## src/rtl/pe_out_packer.sv

```systemverilog
// Output stage after vectorized_PE: packs valid lanes into beats, queues them in a
// FIFO and presents an AXI4-Stream master. Define PE_OUT_PACKER_STATS_EN for counters.
module pe_out_packer #(
  parameter int unsigned PHIT_SIZE    = 512,
  parameter int unsigned SIMD_DEGREE  = 16,
  parameter int unsigned DEPTH        = 8,
  parameter int unsigned AFULL_MARGIN = 2
) (
  input  logic                   clk,
  input  logic                   rst,
  input  logic [PHIT_SIZE-1:0]   i_PE_result,
  input  logic [SIMD_DEGREE-1:0] i_tvalid_PE,
  input  logic [SIMD_DEGREE-1:0] i_tlast_PE,
  output logic [PHIT_SIZE-1:0]   m_axis_tdata,
  output logic [PHIT_SIZE/8-1:0] m_axis_tkeep,
  output logic                   m_axis_tvalid,
  output logic                   m_axis_tlast,
  input  logic                   m_axis_tready,
  output logic                   o_almost_full,
  output logic                   o_overflow
`ifdef PE_OUT_PACKER_STATS_EN
  ,
  output logic [31:0]            o_beat_cnt,
  output logic [31:0]            o_pkt_cnt,
  output logic [15:0]            o_drop_cnt
`endif
);

  localparam int unsigned KW = PHIT_SIZE / 8;
  localparam int unsigned AW = $clog2(DEPTH);
  localparam int unsigned CW = AW + 1;
  localparam logic [CW-1:0] FULL_CNT  = CW'(DEPTH);
  localparam logic [CW-1:0] AFULL_CNT = CW'(DEPTH - AFULL_MARGIN);

  logic [PHIT_SIZE-1:0] data_mem [DEPTH];
  logic [KW-1:0]        keep_mem [DEPTH];
  logic                 last_mem [DEPTH];

  logic [AW-1:0]        wr_ptr;
  logic [AW-1:0]        rd_ptr;
  logic [CW-1:0]        count;

  logic [PHIT_SIZE-1:0] beat_data;
  logic [KW-1:0]        beat_keep;
  logic                 beat_last;
  logic                 wr;
  logic                 rd;
  logic                 accept;
  logic                 drop;

  // Zero invalid lanes and expand lane valids into byte enables
  always_comb begin
    beat_data = '0;
    beat_keep = '0;
    for (int k = 0; k < SIMD_DEGREE; k++) begin
      if (i_tvalid_PE[k]) begin
        beat_data[32*k +: 32] = i_PE_result[32*k +: 32];
        beat_keep[4*k +: 4]   = 4'hF;
      end
    end
    beat_last = |(i_tvalid_PE & i_tlast_PE);
  end

  // A full FIFO still accepts a write when the head leaves in the same cycle
  assign wr     = |i_tvalid_PE;
  assign rd     = m_axis_tvalid && m_axis_tready;
  assign accept = wr && ((count != FULL_CNT) || rd);
  assign drop   = wr && (count == FULL_CNT) && !rd;

  assign m_axis_tvalid = (count != '0);
  assign m_axis_tdata  = data_mem[rd_ptr];
  assign m_axis_tkeep  = keep_mem[rd_ptr];
  assign m_axis_tlast  = last_mem[rd_ptr];
  assign o_almost_full = (count >= AFULL_CNT);

  // Storage is deliberately left uncleared by reset
  always_ff @(posedge clk) begin
    if (!rst && accept) begin
      data_mem[wr_ptr] <= beat_data;
      keep_mem[wr_ptr] <= beat_keep;
      last_mem[wr_ptr] <= beat_last;
    end
  end

  always_ff @(posedge clk) begin
    if (rst) begin
      wr_ptr     <= '0;
      rd_ptr     <= '0;
      count      <= '0;
      o_overflow <= 1'b0;
    end else begin
      if (accept) wr_ptr <= wr_ptr + AW'(1);
      if (rd)     rd_ptr <= rd_ptr + AW'(1);
      case ({accept, rd})
        2'b10:   count <= count + CW'(1);
        2'b01:   count <= count - CW'(1);
        default: count <= count;
      endcase
      if (drop) o_overflow <= 1'b1;
    end
  end

`ifdef PE_OUT_PACKER_STATS_EN
  // Traffic counters; the drop counter saturates instead of wrapping
  always_ff @(posedge clk) begin
    if (rst) begin
      o_beat_cnt <= '0;
      o_pkt_cnt  <= '0;
      o_drop_cnt <= '0;
    end else begin
      if (accept)              o_beat_cnt <= o_beat_cnt + 32'd1;
      if (rd && m_axis_tlast)  o_pkt_cnt  <= o_pkt_cnt + 32'd1;
      if (drop && (o_drop_cnt != 16'hFFFF)) o_drop_cnt <= o_drop_cnt + 16'd1;
    end
  end
`endif

endmodule

```

## config.mk

```make
export PLATFORM = sky130hd
export DESIGN_NAME = pe_out_packer
export DESIGN_NICKNAME = d
export VERILOG_FILES = /design/src/rtl/pe_out_packer.sv
export SDC_FILE = /design/constraint.sdc
export NUM_CORES = 2
export LEC_CHECK = 0
export BUFFER_PORTS_ARGS = -buffer_cell sky130_fd_sc_hd__clkbuf_2
export CORE_AREA = 8 8 531 533
export DETAILED_ROUTE_END_ITERATION = 8
export DIE_AREA = 0 0 539 541
export PLACE_DENSITY = 0.79
export SLEW_MARGIN = 25
export SYNTH_ARGS = -nofsm -noshare
export SYNTH_HDL_FRONTEND = slang
export SYNTH_MEMORY_MAX_BITS = 65536
export SYNTH_SLANG_ARGS = --single-unit
```

## constraint.sdc

```tcl
create_clock -name clk -period 90 [get_ports clk]
set_input_delay 9 -clock clk [delete_from_list [all_inputs] [get_ports clk]]
set_output_delay 9 -clock clk [all_outputs]
set_load 0.005 [all_outputs]
```

==> flow_summary.json <==
{
  "ios": 1127,
  "cp.arrival_ps": 7480,
  "syn-mean-instance-area_um2": 23.9,
  "finalSetupTns_ps": 0,
  "fill_cells": 15600,
  "initial_core_util_pct": 59.8,
  "setup_violations": 0,
  "synth.ff_latch_count": 4246,
  "clk_latency_ps": 970,
  "relSlewSlack_pct": 24.3,
  "core_um2": 273000,
  "ctsHtreeMaxLevel": 5,
  "synth_top_family_by_area": "multiplexers",
  "worstMarginPinSlew_ps": 1140,
  "drc": 0,
  "wl_per_cell_um": 32.9,
  "synthXorXnorAreaFrac_pct": 0.0322,
  "path_max_fanout": 73,
  "nNetsFinal": 8652,
  "setup_slack_ps": 73520,
  "tritoncts": "yes",
  "clk_pin_slew_ps": 60,
  "cts_inserted_buffers": 410,
  "port_buffers": 1126,
  "die-area_um2": 292000,
  "grt_pass1_vias": 80000,
  "hpwl_um": 226000,
  "slew_viol_final": 0,
  "synth_area_um2": 163000,
  "wirelength_um": 398000,
  "fp.dieW_um": 539,
  "syn_inst": 6819,
  "firstDrtPassIters": 6,
  "powerDensity_nw_per_um2": 26.4,
  "place_ws_ps": 74470,
  "synth_compound_area_share_pct": 0.0752,
  "die-height_um": 541,
  "cts_resized": 0,
  "grt_pass1_wl_um": 572000,
  "path_delay_family": "buffers and inverters",
  "synth_simple_gate_area_share_pct": 2.16,
  "synthMuxAreaShare_pct": 18.3,
  "synth.distinct_cells": 41,
  "startpoint_type": "flop",
  "p_leak_nw": 60.4,
  "cap_violations": 0,
  "ff_latch_area_um2": 127000,
  "yosys.area.top_type_share_pct": 77.9,
  "ant_nets": 0,
  "hold_violations": 0,
  "multi_input_area_um2": 33700,
  "gp_congestion": 0.796,
  "yosysSeqAreaShare_pct": 78.1,
  "cpPeakStageDelay_ps": 1030,
  "cts_sinks": 4246,
  "hp-class": "reg2reg",
  "clk_path_buf_depth": 4,
  "cts_setup_buffers": 0,
  "grt_overflow_total": 0,
  "grt_usage_pct": 26.7,
  "vias_per_cell": 6.40,
  "rows": 192,
  "yosysTopAreaCell": "edfxtp_1",
  "synthToLayoutAreaGrowth_pct": 14.0,
  "fin_crit_sh_pct": 18.3,
  "critPathKind": "reg2out",
  "ir_worst_vdd_mv": 0.0219,
  "drive_gt1_share_pct": 40.8,
  "max_clock_freq_mhz": 60.7,
  "drt_iter0_drc": 9304,
  "critPathSlowestCell": "dfxtp_4",
  "path_cells": "buf_4 -> buf_4 -> buf_4 -> buf_4 -> buf_4 -> mux4_2 -> mux2_2 -> clkbuf_2",
  "antenna_found_initial": 98,
  "fin_crit_ps": 16480,
  "clock_skew_ps": 73.0,
  "synthTopCellsByArea": "edfxtp_1 78%, mux4_2 15%, mux2_2 3.7%, and2_1 2.0%, clkbuf_1 0.36%",
  "cpMostUsedCell": "buf_4",
  "synthesis.nets": 7371,
  "cp_num_buf_inv": 6,
  "grt_max_degree": 153,
  "status": "finished, final reports clean",
  "cts_hold_buf": 0,
  "crit_path_end_kind": "primary output",
  "rsz0062_at_grt": "no",
  "worstPathRequired_ps": 81000,
  "synth_fa_ha_area_share_pct": 0.0429,
  "ys_warn_count": 0,
  "root_buffer": "clkbuf_16",
  "num_vias": 77400
}
## synth_stat cells
master and instances:
a211oi_1 1, a21boi_1 1, a21o_1 3, a21oi_1 3
a221oi_1 4, a22o_1 4, and2_1 513, and2_4 1
and3_1 1, and3b_1 1, buf_1 63, buf_2 57
buf_4 64, buf_6 51, clkbuf_1 157, dfxtp_1 14
edfxtp_1 4232, fa_1 1, ha_1 4, inv_1 4
mux2_2 529, mux2i_1 2, mux2i_4 1, mux4_2 1058
nand2_1 10, nand3_1 1, nand3b_1 1, nand4_1 2
nand4_4 1, nor2_1 15, nor2b_1 1, nor3_1 2
nor3_2 1, nor4_1 1, nor4_4 4, nor4b_1 1
or3_1 2, or3b_1 1, or4_1 1, xnor2_1 4
xor2_1 2
## logic make-up (layout without fill, tap and decap cells)
logic type / Yosys count / count (layout)
fa+ha+maj: 5 / 5
buf+inv: 396 / 2018
compound gates: 16 / 16
simple gates: 560 / 560
flops: 4246 / 4246
other cells: 0 / 50
xor+xnor: 6 / 6
mux: 1590 / 1590
## flip-flops by register name, indices dropped and copies added (netlist names), named ones only
register,cells
count,4
data_mem,4096
keep_mem,128
last_mem,8
o_overflow,1
rd_ptr,3
wr_ptr,3
## where the power goes
group,internal [mW],switching (mW)
registers,2.24,0.0229
logic,0.455,0.475
clock network,0.977,0.742
## path summary, 6_finish.rpt
kind / start / end / slack [ps] / depth (start not counted)
min: rd_ptr[1] / flop / 500 / 2
min reg2reg: rd_ptr[1] / flop / 500 / 2
max reg2reg: count[1] / data_mem[0][323] / 84410 / 9
max: flop / m_axis_tdata[379] / 73520 / 8
## final cells by class
type / instances / share of cell area [%]
flip-flops and latches: 4246 / 68.5
multi-input cells: 2177 / 18.1
clock buffers: 478 / 5.67
repair buffers: 1261 / 3.74
well taps: 3589 / 2.41
clock inverters: 275 / 1.56
diodes: 50 / 0.0672
inverters: 4 / 0.00807
## stage by stage
stage / total power [mW] / area, µm² / hold slack (ps) / utilization (%) / std cells
finish: 4.91 / 186000 / 500 / 68.2 / 12100
global route: 5.06 / 186000 / 495 / 68.2 / 12100
CTS: 4.94 / 186000 / 492 / 68.1 / 12000
detailed placement: 3.23 / 172000 / 516 / 63.2 / 11300
global placement: 3.21 / 172000 / 494 / 63.2 / 11300
floorplan: 3.00 / 163000 / 454 / - / 6819
## layer usage
metal / global-route usage [%] / routed length (µm)
met5: 0 / 432
met4: 9.40 / 15400
met3: 8.39 / 48500
met2: 42.5 / 193000
met1: 35.3 / 140000
## tightest hold or removal path, cell delays in order (launching register included)
cell     delay, ps
dfxtp_1        310
nand2_1         50
a21oi_1        100
## cell usage in the layout, fill, tap and decap left out, types with 6 or more instances in the layout
master | synthesis | layout
clkinvlp_4 | 0 | 17
clkinv_1 | 0 | 106
inv_16 | 0 | 7
buf_4 | 64 | 109
dfxtp_1 | 14 | 11
buf_12 | 0 | 19
edfxtp_1 | 4232 | 4232
mux4_2 | 1058 | 1058
nor2_1 | 15 | 12
bufinv_16 | 0 | 46
clkbuf_2 | 0 | 1125
diode_2 | 0 | 50
clkbuf_16 | 0 | 412
nand2_1 | 10 | 10
inv_6 | 0 | 8
clkinv_16 | 0 | 11
clkbuf_1 | 157 | 66
mux2_2 | 529 | 529
and2_1 | 513 | 513
clkinv_2 | 0 | 73
buf_6 | 51 | 6
Power figures use the tool's default switching activity.
